File: config.mk
export PLATFORM = sky130hd
export DESIGN_NAME = axi4_master_arb_flat
export DESIGN_NICKNAME = d
export VERILOG_FILES = /design/src/rtl/axi4_ctrl_pkg.sv /design/src/rtl/axi4_if.sv /design/src/rtl/axi4_rr_arbiter.sv /design/src/rtl/axi4_master_arb.sv /design/src/flat_wrapper.sv
export SDC_FILE = /design/constraint.sdc
export NUM_CORES = 1
export LEC_CHECK = 0
export ABC_AREA = 1
export CAP_MARGIN = 5
export CELL_PAD_IN_SITES_DETAIL_PLACEMENT = 2
export CELL_PAD_IN_SITES_GLOBAL_PLACEMENT = 2
export CORE_UTILIZATION = 17
export DETAILED_ROUTE_END_ITERATION = 6
export MAX_ROUTING_LAYER = met4
export PLACE_DENSITY_LB_ADDON = 0.1
export SLEW_MARGIN = 15
export SYNTH_ARGS = -nofsm -noshare
export SYNTH_HDL_FRONTEND = slang
export SYNTH_SLANG_ARGS = --single-unit
File: constraint.sdc
create_clock -name clk_i -period 1.78 [get_ports clk_i]
set_input_delay 0.178 -clock clk_i [delete_from_list [all_inputs] [get_ports clk_i]]
set_output_delay 0.178 -clock clk_i [all_outputs]
set_load 0.02 [all_outputs]
File: src/rtl/axi4_ctrl_pkg.sv
// Shared types and constants for the single-beat AXI4 arbitrated master.
package axi4_ctrl_pkg;

    typedef enum logic [2:0] {
        S_IDLE = 3'd0,
        S_AW   = 3'd1,
        S_W    = 3'd2,
        S_B    = 3'd3,
        S_AR   = 3'd4,
        S_R    = 3'd5,
        S_DONE = 3'd6
    } state_t;

    localparam logic [1:0] OP_WR       = 2'b01;
    localparam logic [1:0] OP_RD       = 2'b10;
    localparam logic [2:0] RESP_OKAY   = 3'b000;
    localparam logic [2:0] RESP_SLVERR = 3'b010;

    // First bus phase for a granted opcode; illegal opcodes complete at once.
    function automatic state_t first_state(input logic [1:0] op);
        state_t st;
        case (op)
            OP_WR:   st = S_AW;
            OP_RD:   st = S_AR;
            default: st = S_DONE;
        endcase
        return st;
    endfunction

endpackage

File: src/rtl/axi4_if.sv
// Single-beat AXI4 subset shared by the arbitrated master and its slave.
interface axi4_if #(
    parameter int DATA_WIDTH = 32
);
    logic                  awvalid;
    logic                  awready;
    logic [DATA_WIDTH-1:0] awaddr;
    logic                  wvalid;
    logic                  wready;
    logic [DATA_WIDTH-1:0] wdata;
    logic                  bvalid;
    logic                  bready;
    logic [2:0]            bresp;
    logic                  arvalid;
    logic                  arready;
    logic [2:0]            arid;
    logic [DATA_WIDTH-1:0] araddr;
    logic                  rvalid;
    logic                  rready;
    logic [2:0]            rid;
    logic [DATA_WIDTH-1:0] rdata;
    logic [2:0]            rresp;

    modport master (
        output awvalid, awaddr, wvalid, wdata, bready,
        output arvalid, arid, araddr, rready,
        input  awready, wready, bvalid, bresp,
        input  arready, rvalid, rid, rdata, rresp
    );

    modport slave (
        input  awvalid, awaddr, wvalid, wdata, bready,
        input  arvalid, arid, araddr, rready,
        output awready, wready, bvalid, bresp,
        output arready, rvalid, rid, rdata, rresp
    );
endinterface

File: src/rtl/axi4_rr_arbiter.sv
// Round-robin arbiter; search starts one past the last granted index.
module axi4_rr_arbiter #(
    parameter int NUM_REQ = 2
) (
    input  logic                                      clk_i,
    input  logic                                      rst_i,
    input  logic [NUM_REQ-1:0]                        req,
    input  logic                                      en,
    output logic [NUM_REQ-1:0]                        gnt,
    output logic [((NUM_REQ > 1) ? $clog2(NUM_REQ) : 1)-1:0] gnt_idx
);
    localparam int IDX_W = (NUM_REQ > 1) ? $clog2(NUM_REQ) : 1;

    logic [IDX_W-1:0] r_ptr;
    logic             w_found;
    int               w_cand;

    // Pick the first requester at or after r_ptr+1, wrapping around.
    always_comb begin
        w_found = 1'b0;
        w_cand  = 0;
        gnt     = '0;
        gnt_idx = '0;
        for (int k = 0; k < NUM_REQ; k++) begin
            w_cand = int'(r_ptr) + 1 + k;
            if (w_cand >= NUM_REQ) begin
                w_cand = w_cand - NUM_REQ;
            end else begin
                w_cand = w_cand;
            end
            if (!w_found && req[IDX_W'(w_cand)]) begin
                w_found                 = 1'b1;
                gnt[IDX_W'(w_cand)]     = 1'b1;
                gnt_idx                 = IDX_W'(w_cand);
            end else begin
                w_found = w_found;
            end
        end
    end

    // Pointer moves only on an actual grant; reset value makes index 0 win first.
    always_ff @(posedge clk_i) begin
        if (rst_i) begin
            r_ptr <= IDX_W'(NUM_REQ - 1);
        end else if (en && (|req)) begin
            r_ptr <= gnt_idx;
        end else begin
            r_ptr <= r_ptr;
        end
    end

endmodule

File: src/rtl/axi4_master_arb.sv
// Shares one single-beat AXI4 master port among NUM_REQ local requesters,
// one transaction at a time, sequencing AW->W->B or AR->R.
module axi4_master_arb
    import axi4_ctrl_pkg::*;
#(
    parameter int DATA_WIDTH = 32,
    parameter int NUM_REQ    = 2
) (
    input  logic                          clk_i,
    input  logic                          rst_i,
    input  logic [NUM_REQ-1:0]            req_i,
    input  logic [2*NUM_REQ-1:0]          op_i,
    input  logic [NUM_REQ*DATA_WIDTH-1:0] addr_i,
    input  logic [NUM_REQ*DATA_WIDTH-1:0] wdata_i,
    output logic [NUM_REQ-1:0]            done_o,
    output logic [DATA_WIDTH-1:0]         rdata_o,
    output logic [2:0]                    resp_o,
    axi4_if.master                        bus
);
    localparam int IDX_W = (NUM_REQ > 1) ? $clog2(NUM_REQ) : 1;

    state_t                r_state;
    state_t                w_next_state;
    logic [IDX_W-1:0]      r_idx;
    logic [NUM_REQ-1:0]    r_gnt;
    logic [DATA_WIDTH-1:0] r_addr;
    logic [DATA_WIDTH-1:0] r_wdata;
    logic [DATA_WIDTH-1:0] r_rdata;
    logic [2:0]            r_resp;

    logic                  w_arb_en;
    logic [NUM_REQ-1:0]    w_gnt;
    logic [IDX_W-1:0]      w_gnt_idx;
    logic [1:0]            w_op_sel;
    logic [DATA_WIDTH-1:0] w_addr_sel;
    logic [DATA_WIDTH-1:0] w_wdata_sel;
    logic                  w_grant;

    assign w_arb_en = (r_state == S_IDLE);
    assign w_grant  = w_arb_en && (|req_i);

    axi4_rr_arbiter #(
        .NUM_REQ (NUM_REQ)
    ) u_arb (
        .clk_i   (clk_i),
        .rst_i   (rst_i),
        .req     (req_i),
        .en      (w_arb_en),
        .gnt     (w_gnt),
        .gnt_idx (w_gnt_idx)
    );

    // One-hot mux of the winner's opcode and payload.
    always_comb begin
        w_op_sel    = 2'b00;
        w_addr_sel  = '0;
        w_wdata_sel = '0;
        for (int i = 0; i < NUM_REQ; i++) begin
            if (w_gnt[i]) begin
                w_op_sel    = w_op_sel    | op_i[2*i +: 2];
                w_addr_sel  = w_addr_sel  | addr_i[i*DATA_WIDTH +: DATA_WIDTH];
                w_wdata_sel = w_wdata_sel | wdata_i[i*DATA_WIDTH +: DATA_WIDTH];
            end else begin
                w_op_sel = w_op_sel;
            end
        end
    end

    // State register.
    always_ff @(posedge clk_i) begin
        if (rst_i) begin
            r_state <= S_IDLE;
        end else begin
            r_state <= w_next_state;
        end
    end

    // Next-state logic; each phase waits for its handshake with no timeout.
    always_comb begin
        w_next_state = r_state;
        case (r_state)
            S_IDLE: begin
                if (|req_i) w_next_state = first_state(w_op_sel);
                else        w_next_state = S_IDLE;
            end
            S_AW: begin
                if (bus.awready) w_next_state = S_W;
                else             w_next_state = S_AW;
            end
            S_W: begin
                if (bus.wready) w_next_state = S_B;
                else            w_next_state = S_W;
            end
            S_B: begin
                if (bus.bvalid) w_next_state = S_DONE;
                else            w_next_state = S_B;
            end
            S_AR: begin
                if (bus.arready) w_next_state = S_R;
                else             w_next_state = S_AR;
            end
            S_R: begin
                if (bus.rvalid) w_next_state = S_DONE;
                else            w_next_state = S_R;
            end
            S_DONE:  w_next_state = S_IDLE;
            default: w_next_state = S_IDLE;
        endcase
    end

    // Payload latch at grant and response capture from B or R.
    always_ff @(posedge clk_i) begin
        if (rst_i) begin
            r_idx   <= '0;
            r_gnt   <= '0;
            r_addr  <= '0;
            r_wdata <= '0;
            r_rdata <= '0;
            r_resp  <= RESP_OKAY;
        end else begin
            case (r_state)
                S_IDLE: begin
                    if (w_grant) begin
                        r_idx   <= w_gnt_idx;
                        r_gnt   <= w_gnt;
                        r_addr  <= w_addr_sel;
                        r_wdata <= w_wdata_sel;
                        r_rdata <= '0;
                        r_resp  <= (first_state(w_op_sel) == S_DONE) ? RESP_SLVERR : RESP_OKAY;
                    end else begin
                        r_idx <= r_idx;
                    end
                end
                S_B: begin
                    if (bus.bvalid) r_resp <= bus.bresp;
                    else            r_resp <= r_resp;
                end
                S_R: begin
                    if (bus.rvalid) begin
                        r_rdata <= bus.rdata;
                        // A response tagged for another requester is not trusted.
                        r_resp  <= (bus.rid == 3'(r_idx)) ? bus.rresp : RESP_SLVERR;
                    end else begin
                        r_resp <= r_resp;
                    end
                end
                default: r_resp <= r_resp;
            endcase
        end
    end

    assign bus.awvalid = (r_state == S_AW);
    assign bus.awaddr  = (r_state == S_AW) ? r_addr : '0;
    assign bus.wvalid  = (r_state == S_W);
    assign bus.wdata   = (r_state == S_W) ? r_wdata : '0;
    assign bus.bready  = (r_state == S_B);
    assign bus.arvalid = (r_state == S_AR);
    assign bus.araddr  = (r_state == S_AR) ? r_addr : '0;
    assign bus.arid    = (r_state == S_AR) ? 3'(r_idx) : 3'b000;
    assign bus.rready  = (r_state == S_R);
    assign done_o      = (r_state == S_DONE) ? r_gnt : '0;
    assign rdata_o     = r_rdata;
    assign resp_o      = r_resp;

endmodule

File: src/flat_wrapper.sv
// flat-port wrapper written by rule: the top's interface ports become plain ports
module axi4_master_arb_flat import axi4_ctrl_pkg::*;
#(
    parameter int DATA_WIDTH = 32,
    parameter int NUM_REQ    = 2
)
  (clk_i, rst_i, req_i, op_i, addr_i, wdata_i, done_o, rdata_o, resp_o, bus_awvalid, bus_awaddr, bus_wvalid, bus_wdata, bus_bready, bus_arvalid, bus_arid, bus_araddr, bus_rready, bus_awready, bus_wready, bus_bvalid, bus_bresp, bus_arready, bus_rvalid, bus_rid, bus_rdata, bus_rresp);
  axi4_if #(.DATA_WIDTH(DATA_WIDTH)) bus_i ();
  input  logic clk_i;
  input  logic rst_i;
  input  logic [NUM_REQ-1:0] req_i;
  input  logic [2*NUM_REQ-1:0] op_i;
  input  logic [NUM_REQ*DATA_WIDTH-1:0] addr_i;
  input  logic [NUM_REQ*DATA_WIDTH-1:0] wdata_i;
  output logic [NUM_REQ-1:0] done_o;
  output logic [DATA_WIDTH-1:0] rdata_o;
  output logic [2:0] resp_o;
  output wire logic [$bits(bus_i.awvalid)-1:0] bus_awvalid;
  output wire logic [$bits(bus_i.awaddr)-1:0] bus_awaddr;
  output wire logic [$bits(bus_i.wvalid)-1:0] bus_wvalid;
  output wire logic [$bits(bus_i.wdata)-1:0] bus_wdata;
  output wire logic [$bits(bus_i.bready)-1:0] bus_bready;
  output wire logic [$bits(bus_i.arvalid)-1:0] bus_arvalid;
  output wire logic [$bits(bus_i.arid)-1:0] bus_arid;
  output wire logic [$bits(bus_i.araddr)-1:0] bus_araddr;
  output wire logic [$bits(bus_i.rready)-1:0] bus_rready;
  input wire logic [$bits(bus_i.awready)-1:0] bus_awready;
  input wire logic [$bits(bus_i.wready)-1:0] bus_wready;
  input wire logic [$bits(bus_i.bvalid)-1:0] bus_bvalid;
  input wire logic [$bits(bus_i.bresp)-1:0] bus_bresp;
  input wire logic [$bits(bus_i.arready)-1:0] bus_arready;
  input wire logic [$bits(bus_i.rvalid)-1:0] bus_rvalid;
  input wire logic [$bits(bus_i.rid)-1:0] bus_rid;
  input wire logic [$bits(bus_i.rdata)-1:0] bus_rdata;
  input wire logic [$bits(bus_i.rresp)-1:0] bus_rresp;
  assign bus_awvalid = bus_i.awvalid;
  assign bus_awaddr = bus_i.awaddr;
  assign bus_wvalid = bus_i.wvalid;
  assign bus_wdata = bus_i.wdata;
  assign bus_bready = bus_i.bready;
  assign bus_arvalid = bus_i.arvalid;
  assign bus_arid = bus_i.arid;
  assign bus_araddr = bus_i.araddr;
  assign bus_rready = bus_i.rready;
  assign bus_i.awready = bus_awready;
  assign bus_i.wready = bus_wready;
  assign bus_i.bvalid = bus_bvalid;
  assign bus_i.bresp = bus_bresp;
  assign bus_i.arready = bus_arready;
  assign bus_i.rvalid = bus_rvalid;
  assign bus_i.rid = bus_rid;
  assign bus_i.rdata = bus_rdata;
  assign bus_i.rresp = bus_rresp;
  axi4_master_arb #(.DATA_WIDTH(DATA_WIDTH), .NUM_REQ(NUM_REQ)) u_core (.clk_i(clk_i), .rst_i(rst_i), .req_i(req_i), .op_i(op_i), .addr_i(addr_i), .wdata_i(wdata_i), .done_o(done_o), .rdata_o(rdata_o), .resp_o(resp_o), .bus(bus_i));
endmodule
==> results of run 1 <==
## worst register-to-register path, stage by stage (launching register included)
cell and delay (ns):
dfxtp_2 0.40, buf_4 0.14, nand3_1 0.18, inv_2 0.10
buf_4 0.28, buf_12 0.19, nand3_1 0.08, a21oi_1 0.17
## worst paths after layout
| kind | start | to | slack (ns) | cells after the start |
|---|---|---|---|---|
| max | u_core.r_state[1]$_SDFF_PP0_ | bus_arid[0] | 0.1 | 6 |
| min | rst_i | u_core.u_arb.r_ptr$_SDFFE_PP1P_ | 0.20 | 3 |
| max reg2reg | u_core.r_state[0]$_SDFF_PP0_ | u_core.rdata_o[13]$_SDFFE_PP0P_ | 0.18 | 7 |
| min reg2reg | u_core.rdata_o[14]$_SDFFE_PP0P_ | u_core.rdata_o[14]$_SDFFE_PP0P_ | 0.47 | 2 |
## cell families (layout without fill, tap and decap cells)
family          after synthesis  after routing
simple gates                353            353
fa+ha+maj                     1              1
flops                       105            105
buf+inv                     133            384
compound gates              106            106
other cells                   1              5
## area by class of cell
class	instances	area, sq um
clock inverters	6	70.1
inverters	85	322
clock buffers	10	229
repair buffers	283	2590
fillers	3139	18600
diodes	2	5.00
multi-input cells	463	2010
well taps	335	419
flip-flops and latches	105	2110
## Yosys cell counts (2+ instances only)
cell type  count
buf_6          5
o21ai_0        4
dfxtp_1      105
buf_2         11
clkbuf_1      25
nor3_1         2
inv_1         84
nand3_1       39
buf_4          7
nand2_1      193
nor2_1       114
a21oi_1      101
## stage by stage
step	TNS, ns	setup slack (ns)
2_1_floorplan	0	0.0472
3_3_place_gp	-3.01	-0.190
3_5_place_dp	-3.55	-0.192
4_1_cts	-0.465	-0.0635
5_1_grt	-0.00421	-0.00421
6_report	0	0.0966
## where the power goes
part,internal (W),switching [W],total [W]
sequential,0.00269,0.000205,0.00289
combinational,0.00136,0.00230,0.00366
clock,0.00111,0.00100,0.00212
total,0.00517,0.00351,0.00868
## per-layer routing
layer,global-route usage,share of wire,vias to the layer above
li1,-,-,2627
met1,0.178,0.45,2422
met2,0.239,0.47,149
met3,0.0456,0.072,8
met4,0.0310,0.0078,0
met5,-,0,-
## state kept, by name (all words and copies together), names as in the netlist
| register | cells |
|---|---|
| u_core.rdata_o | 32 |
| u_core.r_addr | 32 |
| u_core.u_arb.r_ptr | 1 |
| u_core.r_wdata | 32 |
| u_core.r_state | 3 |
| u_core.r_idx | 1 |
| u_core.r_gnt | 1 |
| u_core.resp_o | 3 |
## repair_timing
action                     4_1_cts  5_1_grt
buffers inserted                 1        0
gates resized for setup        376       49
setup endpoints to repair      103       86
==> implementation parameters, run 1 <==
Parameter                              Value

Logic synthesis
  Mapped Area    4620 sq um
  Fraction of the mapped netlist area in adder cells    0.00271
  Fraction of the mapped netlist area in compound gates    0.115
  Commonest register cell after synthesis    dfxtp_1
  Mean Syn Cell Area    6.61 sq um
  Dominant combinational cell family by area after synthesis    simple AND/OR/NAND/NOR gates
  Post-synthesis cell count    699
  Part of the Yosys area used for sequential elements    0.455
  Yosys cell types    21
  Post-synthesis share of cell area spent on and, or, nand and nor gates    0.302
  Fraction of synthesis flops using an asynchronous set or reset pin    0
  Top cells by area, synth    dfxtp_1 (45%), nand2_1 (16%), a21oi_1 (11%), nor2_1 (9.3%), inv_1 (6.8%)
  EDFF count, synth    0
  XOR/XNOR Fraction of Synth Area    0
  Post-synthesis cell type with the largest combined area    dfxtp_1
  Synthesized flop and latch total    105
  Post-synthesis mux area share    0
  Ys Warns    0
  Yosys top cell area share    0.455

Clock tree
  TritonCTS clock tree    yes
  H-tree depth    3
  Max Buffers Root-to-Sink    2
  Clk Tree Root Cell    clkbuf_16
  Clock buffers created by TritonCTS    9
  Clock Pin Slew Worst Setup and Hold Paths    0.07 ns
  Number of sinks handled by clock tree synthesis    105
  Clk_lat worst skew    0.36 ns
  CTS Hold Bufs    0

Routing
  Post-detailed-routing wire length    19,700 um
  Drt wl/cell    15.3 um
  Antenna Nets Post-Route    0
  Vias post-DR    5,206
  DRC marker count from the first detailed-route iteration    138
  Detailed Routing Iterations Pass 1    4
  Vias per Instance    4.04
  DRC errors left    0

STA
  Peak clock frequency supported by timing    0.594 GHz
  Final hold violation count    0
  Worst slack on hold paths    0.198 ns
  Minimum clock period after layout    1.68 ns
  Setup-violating endpoint count in the final report    0
  Setup repair after global routing missed its margin    true
  Final-report max-slew violation count    0
  Share of the cycle needed by the critical path after routing    0.946
  Clock Skews    0.0162 ns

Setup path
  CP top delay family    buffers and inverters
  Arrival time at the worst endpoint    1.51 ns
  Largest incremental delay on the critical path    0.36 ns
  Critical path's slowest cell    dfxtp_2
  Most Frequent Cell on Critical Path    buf_4
  Class of the most critical setup path    reg2out
  Cells along the critical path    nor3_4 > buf_4 > inv_2 > buf_4 > nor2_1 > buf_2
  Required @ worst endpoint    1.60 ns
  Category of the worst setup path launch point    flip-flop
  Nature of the critical path endpoint    output pin
  Peak fanout along the critical path    5
  Number of buffer and inverter stages on the critical path    4

Finish
  Share of cells above drive strength 1    0.179
  Leading cell types in the layout, fill and taps excluded    nand2_1 (193), clkdlybuf4s50_1 (149), dfxtp_1 (102)
  Layout overhead on the synthesized area    67.8%
  Fin cells    1,289
  Leading cell type in the layout, fill and taps excluded    nand2_1
  Area of all placed cells without fillers    7750 sq um
  Nets    1,130
  Final design utilization    0.294

Floorplan
  Starting density of the core    0.175
  Die area    27,900 sq um
  Core area    26,400 sq um
  Number of rows created at floorplan    59
  Io pins    323
  Vertical die dimension    167 um
  Width of the chip    167 um

Power and ir drop
  Power density of the placed cells    1120 nW/um^2
  VDD IR max    0.000611 V
  Leakage component of the power    2.86 nW
  Post-layout power    0.00868 W

Min path
  Hold Path Class    in2reg

Global routing
  Antenna violations before repair    2
  Global Route Usage Sum    0.147
  First-pass GRT wire length    31,300 um
  Remaining Overflow, GRT    0
  Number of global-route vias before repair    5,562
  Maximum number of pins on one net before global-route repair    46

Outcome
  Status    complete, no violations

Placed design
  Half-perimeter wire length after placement    14,400 um
  Number of cells in the design after placement    1,270
  Routability-driven placement congestion ratio    0.697
  Number of port buffers    253
  Post-place instance area    7630 sq um

Flow run
  Max Cap Violations    0
Note: power is estimated with default switching activity, not from simulation.
==> inputs of run 2 (changes only) <==
--- a/config.mk
+++ b/config.mk
@@ -9,6 +9,7 @@
 export CAP_MARGIN = 5
 export CELL_PAD_IN_SITES_DETAIL_PLACEMENT = 2
 export CELL_PAD_IN_SITES_GLOBAL_PLACEMENT = 2
+export CORE_ASPECT_RATIO = 1.1
 export CORE_UTILIZATION = 17
 export DETAILED_ROUTE_END_ITERATION = 6
 export MAX_ROUTING_LAYER = met4
==> implementation parameters, run 2 (synthesis gave the netlist of run 1 again) <==
Parameter                              Value

Min path
  Hold Path Class    in2reg (unchanged)
  Launch point of the worst hold path    rst_i (unchanged)

Power and ir drop
  Post-layout power    0.00908 W (was 0.00868 W)
  VDD IR max    0.000575 V (was 0.000611 V)
  Leakage component of the power    2.99 nW (was 2.86 nW)
  Power density of the placed cells    1150 nW/um^2 (was 1120 nW/um^2)

Routing
  Detailed Routing Iterations Pass 1    4 (unchanged)
  DRC errors left    0 (unchanged)
  Vias per Instance    4.01 (was 4.04)
  DRC marker count from the first detailed-route iteration    120 (was 138)
  Antenna Nets Post-Route    0 (unchanged)
  Vias post-DR    5,282 (was 5,206)
  Post-detailed-routing wire length    20,500 um (was 19,700 um)
  Drt wl/cell    15.6 um (was 15.3 um)

Setup path
  Required @ worst endpoint    1.60 ns (about the same)
  Peak fanout along the critical path    17 (was 5)
  Number of buffer and inverter stages on the critical path    4 (unchanged)
  Critical path's slowest cell    dfxtp_4 (was dfxtp_2)
  Largest incremental delay on the critical path    0.37 ns (was 0.36 ns)
  CP top delay family    buffers and inverters (unchanged)
  Nature of the critical path endpoint    output pin (unchanged)
  Most Frequent Cell on Critical Path    buf_4 (unchanged)
  Cells along the critical path    buf_4 > inv_4 > nand3_4 > buf_12 > nor2_1 > buf_4 (was nor3_4 > buf_4 > inv_2 > buf_4 > nor2_1 > buf_2)
  Class of the most critical setup path    reg2out (unchanged)
  Arrival time at the worst endpoint    1.56 ns (was 1.51 ns)
  Crit path launch    u_core.r_state[1]$_SDFF_PP0_ (unchanged)
  Critical R2R Launch    u_core.r_state[0]$_SDFF_PP0_ (unchanged)
  Category of the worst setup path launch point    flip-flop (unchanged)

Placed design
  Routability-driven placement congestion ratio    0.690 (was 0.697)
  Post-place instance area    7680 sq um (was 7630 sq um)
  Number of port buffers    253 (unchanged)
  Half-perimeter wire length after placement    14,600 um (was 14,400 um)

Finish
  Final design utilization    0.299 (was 0.294)
  Leading cell types in the layout, fill and taps excluded    nand2_1 (193), clkdlybuf4s50_1 (149), dfxtp_1 (103) (was nand2_1 (193), clkdlybuf4s50_1 (149), dfxtp_1 (102))
  Leading cell type in the layout, fill and taps excluded    nand2_1 (unchanged)
  Nets    1,139 (was 1,130)
  Area of all placed cells without fillers    7880 sq um (was 7750 sq um)
  Layout overhead on the synthesized area    70.6% (was 67.8%)
  Share of cells above drive strength 1    0.197 (was 0.179)

Clock tree
  H-tree depth    3 (unchanged)
  Number of sinks handled by clock tree synthesis    105 (unchanged)
  Max Buffers Root-to-Sink    2 (unchanged)
  Clk_lat worst skew    0.36 ns (about the same)
  CTS Hold Bufs    0 (unchanged)
  Clk Tree Root Cell    clkbuf_16 (unchanged)
  TritonCTS clock tree    yes (unchanged)
  Clock Pin Slew Worst Setup and Hold Paths    0.08 ns (was 0.07 ns)
  Clock buffers created by TritonCTS    9 (unchanged)

Floorplan
  Io pins    323 (unchanged)
  Width of the chip    159 um (was 167 um)
  Number of rows created at floorplan    62 (was 59)
  Die area    27,900 sq um (about the same)
  Core area    26,400 sq um (about the same)
  Vertical die dimension    175 um (was 167 um)
  Starting density of the core    0.175 (about the same)

Outcome
  Status    complete, no violations (unchanged)

STA
  Setup repair after global routing missed its margin    true (unchanged)
  Final hold violation count    0 (unchanged)
  Setup-violating endpoint count in the final report    0 (unchanged)
  Peak clock frequency supported by timing    0.574 GHz (was 0.594 GHz)
  Worst slack on hold paths    0.200 ns (was 0.198 ns)
  Setup_tns    0 ns (unchanged)
  Final-report max-slew violation count    0 (unchanged)
  Minimum clock period after layout    1.74 ns (was 1.68 ns)
  Clock Skews    0.00806 ns (was 0.0162 ns)
  Share of the cycle needed by the critical path after routing    0.979 (was 0.946)

Global routing
  Remaining Overflow, GRT    0 (unchanged)
  First-pass GRT wire length    31,300 um (about the same)
  Maximum number of pins on one net before global-route repair    54 (was 46)
  Global Route Usage Sum    0.150 (was 0.147)
  Number of global-route vias before repair    5,642 (was 5,562)
  Antenna violations before repair    3 (was 2)

Flow run
  Max Cap Violations    0 (unchanged)
==> run 2: cell count changes in the layout (fill, tap and decap cells not counted), sizes merged <==
cell           before  now
buf               100  137
clkdlybuf4s15      30    1
inv                89   85
clkbuf             11   14
clkinvlp            0    3
diode               2    4
bufbuf              0    1
clkinv              1    0
dlygate4sd2         3    2
==> run 2: what timing repair did <==
item,in CTS,in global routing
setup endpoints to repair,102,58
pin swaps,0,1
cloned,2,2
setup buffers,1,3
gates resized for setup,423,69
==> run 2: layout make-up <==
type | instances | area, sq um
tap | 352 | 440
fill | 3133 | 18500
timing repair buffer | 292 | 2660
inverter | 85 | 322
clock buffer | 12 | 246
sequential | 105 | 2110
clock inverter | 4 | 52.6
multi-input combinational | 463 | 2040
antenna | 4 | 10.0
==> run 2: worst paths after layout <==
path,to,slack (ns),depth (start not counted)
worst max-delay path,bus_awaddr[10],0.04,6
worst min-delay path,u_core.r_wdata[2]$_SDFFE_PP0P_,0.20,2
worst max register to register,u_core.r_state[0]$_SDFF_PP0_,0.22,8
worst min register to register,u_core.rdata_o[27]$_SDFFE_PP0P_,0.46,2
==> run 2: power by group <==
part           leakage (nW)  switching (W)  internal, W
Clock                 0.135       0.000964      0.00113
Sequential            0.853       0.000197      0.00269
Combinational          2.00        0.00244      0.00165
Total                  2.99        0.00360      0.00548
==> run 2: per-stage QoR <==
step                setup WS [ns]  instances
floorplan                  0.0472        701
global placement           -0.125       1289
detailed placement         -0.150       1289
CTS                       -0.0546       1308
global route              -0.0488       1316
finish                     0.0373       1317
==> run 2: layer usage <==
layer  track usage  part of all wire  vias up
met2         0.248              0.47      148
li1              -                 -     2650
met1         0.172              0.44     2470
met5             -                 0        -
met3        0.0515             0.074       14
met4        0.0393             0.014        0
==> inputs of run 3 (changes only) <==
--- a/config.mk
+++ b/config.mk
@@ -10,7 +10,8 @@
 export CELL_PAD_IN_SITES_DETAIL_PLACEMENT = 2
 export CELL_PAD_IN_SITES_GLOBAL_PLACEMENT = 2
 export CORE_ASPECT_RATIO = 1.1
-export CORE_UTILIZATION = 17
+export CORE_UTILIZATION = 15
+export CTS_BUF_LIST = sky130_fd_sc_hd__clkbuf_16
 export DETAILED_ROUTE_END_ITERATION = 6
 export MAX_ROUTING_LAYER = met4
 export PLACE_DENSITY_LB_ADDON = 0.1
==> constraint.sdc (replaced) <==
create_clock -name clk_i -period 1.4 [get_ports clk_i]
set_input_delay 0.14 -clock clk_i [delete_from_list [all_inputs] [get_ports clk_i]]
set_output_delay 0.14 -clock clk_i [all_outputs]
set_load 0.02 [all_outputs]
==> implementation parameters, run 3 (synthesis gave the netlist of run 1 again) <==
Parameter                              Value

Finish
  Leading cell type in the layout, fill and taps excluded    clkdlybuf4s50_1 (was nand2_1)
  Nets    1,190 (was 1,139)
  Final-layout fill cell count    3,333 (was 3,133)
  Fin cells    1,426 (was 1,317)
  Layout overhead on the synthesized area    140% (was 70.6%)
  Share of cells above drive strength 1    0.532 (was 0.197)
  Area of all placed cells without fillers    11,100 sq um (was 7880 sq um)
  Leading cell types in the layout, fill and taps excluded    clkdlybuf4s50_1 (114), buf_6 (112), dfxtp_1 (102) (was nand2_1 (193), clkdlybuf4s50_1 (149), dfxtp_1 (103))

Global routing
  Remaining Overflow, GRT    0 (unchanged)
  Antenna violations before repair    1 (was 3)
  Maximum number of pins on one net before global-route repair    59 (was 54)
  Number of global-route vias before repair    5,907 (was 5,642)
  Global Route Usage Sum    0.154 (was 0.150)
  First-pass GRT wire length    35,100 um (was 31,300 um)

Setup path
  Required @ worst endpoint    1.26 ns (was 1.60 ns)
  Class of the most critical setup path    reg2out (unchanged)
  Peak fanout along the critical path    4 (was 17)
  Critical path's slowest cell    dfxtp_4 (unchanged)
  Nature of the critical path endpoint    output pin (unchanged)
  Category of the worst setup path launch point    flip-flop (unchanged)
  Slack of the worst reg-to-reg path    -0.28 ns (was 0.22 ns)
  Cells along the critical path    buf_8 > inv_8 > buf_4 > buf_6 > nor4b_4 > buf_4 (was buf_4 > inv_4 > nand3_4 > buf_12 > nor2_1 > buf_4)
  Arrival time at the worst endpoint    1.57 ns (was 1.56 ns)
  Length in cells of the worst reg-to-reg path    9 (was 8)
  Critical R2R Launch    u_core.r_state[1]$_SDFF_PP0_ (was u_core.r_state[0]$_SDFF_PP0_)
  Largest incremental delay on the critical path    0.38 ns (was 0.37 ns)
  Most Frequent Cell on Critical Path    buf_4 (unchanged)
  Crit path launch    u_core.r_state[1]$_SDFF_PP0_ (unchanged)
  Endpoint of the worst register-to-register path    u_core.r_addr[15]$_SDFFE_PP0P_ (was u_core.r_state[0]$_SDFF_PP0_)
  Destination of the critical timing path    done_o[0] (was bus_awaddr[10])

Min path
  Hold Path Class    in2reg (unchanged)

Floorplan
  Io pins    323 (unchanged)
  Die area    31,500 sq um (was 27,900 sq um)
  Starting density of the core    0.152 (was 0.175)
  Number of rows created at floorplan    67 (was 62)
  Core area    30,400 sq um (was 26,400 sq um)
  Vertical die dimension    186 um (was 175 um)
  Width of the chip    169 um (was 159 um)

Flow run
  Max Cap Violations    0 (unchanged)

STA
  Setup-violating endpoint count in the final report    208 (was 0)
  Share of the cycle needed by the critical path after routing    1.22
  Slack of the critical path    -0.309 ns (was 0.0373 ns)
  Final-report max-slew violation count    0 (unchanged)
  Peak clock frequency supported by timing    0.585 GHz
  Final hold violation count    0 (unchanged)
  Clock Skews    0.0133 ns (was 0.00806 ns)
  Minimum clock period after layout    1.71 ns
  Setup repair after global routing missed its margin    true (unchanged)

Placed design
  Post-place instance area    8340 sq um (was 7680 sq um)
  Number of cells in the design after placement    1,361 (was 1,289)
  Routability-driven placement congestion ratio    0.696 (was 0.690)
  Half-perimeter wire length after placement    16,000 um (was 14,600 um)
  Number of port buffers    253 (unchanged)

Clock tree
  H-tree depth    3 (unchanged)
  Clock Pin Slew Worst Setup and Hold Paths    0.07 ns (was 0.08 ns)
  Clk_lat worst skew    0.36 ns (about the same)
  Clock buffers created by TritonCTS    9 (unchanged)
  CTS Hold Bufs    0 (unchanged)
  Max Buffers Root-to-Sink    2 (unchanged)
  Clk Tree Root Cell    clkbuf_16 (unchanged)
  Number of sinks handled by clock tree synthesis    105 (unchanged)
  TritonCTS clock tree    yes (unchanged)

Routing
  Vias per Instance    3.99 (was 4.01)
  Routed length on met2    13,400 um (was 9650 um)
  Top layer reached by signal wires    met4 (unchanged)
  Detailed Routing Iterations Pass 1    4 (unchanged)
  Post-detailed-routing wire length    25,800 um (was 20,500 um)
  Routed wl met3    1470 um (was 1510 um)
  Antenna Nets Post-Route    0 (unchanged)
  DRC marker count from the first detailed-route iteration    123 (was 120)
  Drt wl/cell    18.1 um (was 15.6 um)
  Vias post-DR    5,686 (was 5,282)
  Met1 Wirelength    10,600 um (was 9040 um)
  DRC errors left    0 (unchanged)

Power and ir drop
  Leakage component of the power    4.77 nW (was 2.99 nW)
  VDD IR max    0.000705 V (was 0.000575 V)
  Power density of the placed cells    1550 nW/um^2 (was 1150 nW/um^2)

Outcome
  Violations in the final reports    negative setup slack
  Status    complete, but fails checks (was complete, no violations)
==> run 3: cell type report <==
class / count / area, sq um / share of cell area
Antenna cell: 1 / 2.50 / 0.000226
Clock buffer: 9 / 225 / 0.0203
Clock inverter: 6 / 58.8 / 0.00531
Inverter: 85 / 352 / 0.0318
Multi-Input combinational cell: 463 / 3780 / 0.341
Sequential cell: 105 / 2110 / 0.191
Tap cell: 414 / 518 / 0.0468
Timing Repair Buffer: 343 / 4030 / 0.364
==> run 3: per-stage QoR <==
stage	TNS [ns]	worst slack (ns)	hold slack, ns	utilization	power [W]
2_1_floorplan	-0.932	-0.0342	0.283	-	0.00724
5_1_grt	-61.65	-0.370	0.180	0.364	0.0182
3_3_place_gp	-65.43	-0.439	0.450	0.274	0.00972
3_5_place_dp	-69.43	-0.456	0.453	0.274	0.00974
6_report	-48.35	-0.309	0.172	0.364	0.0171
4_1_cts	-41.12	-0.398	0.191	0.303	0.0141
==> run 3: routing by layer <==
metal / track usage / up-vias
met5: - / -
li1: - / 2768
met1: 0.178 / 2742
met4: 0.0404 / 0
met2: 0.260 / 157
met3: 0.0430 / 19
==> run 3: power by group <==
group / internal [W] / total (W) / switching, W
sequential: 0.00343 / 0.00373 / 0.000303
clock: 0.00137 / 0.00264 / 0.00127
combinational: 0.00480 / 0.0108 / 0.00597
total: 0.00960 / 0.0171 / 0.00754
==> run 3: worst min path at each step <==
| stage | slack, ns | to | from | cells past startpoint |
|---|---|---|---|---|
| after floorplan | 0.28 | u_core.r_wdata[6]$_SDFFE_PP0P_ | wdata_i[6] | 2 |
| after global placement | 0.45 | u_core.rdata_o[22]$_SDFFE_PP0P_ | u_core.rdata_o[22]$_SDFFE_PP0P_ | 2 |
| after detailed placement | 0.45 | u_core.rdata_o[10]$_SDFFE_PP0P_ | u_core.rdata_o[10]$_SDFFE_PP0P_ | 2 |
| after CTS | 0.19 | u_core.u_arb.r_ptr$_SDFFE_PP1P_ | rst_i | 3 |
| after global routing | 0.18 | u_core.u_arb.r_ptr$_SDFFE_PP1P_ | rst_i | 3 |
| final | 0.17 | u_core.u_arb.r_ptr$_SDFFE_PP1P_ | rst_i | 3 |
==> run 3: worst max-delay path, delay by kind of cell (launching register included) <==
| family | cells | cell delay [ns] |
|---|---|---|
| flops | 1 | 0.38 |
| simple gates | 1 | 0.23 |
| buf+inv | 5 | 0.60 |
==> run 3: what timing repair did <==
| item | 4_1_cts | 5_1_grt |
|---|---|---|
| pin swaps | 4 | 95 |
| resized for setup | 638 | 434 |
| endpoints found under the setup margin | 243 | 243 |
| setup buffers | 15 | 22 |
| cloned | 7 | 11 |
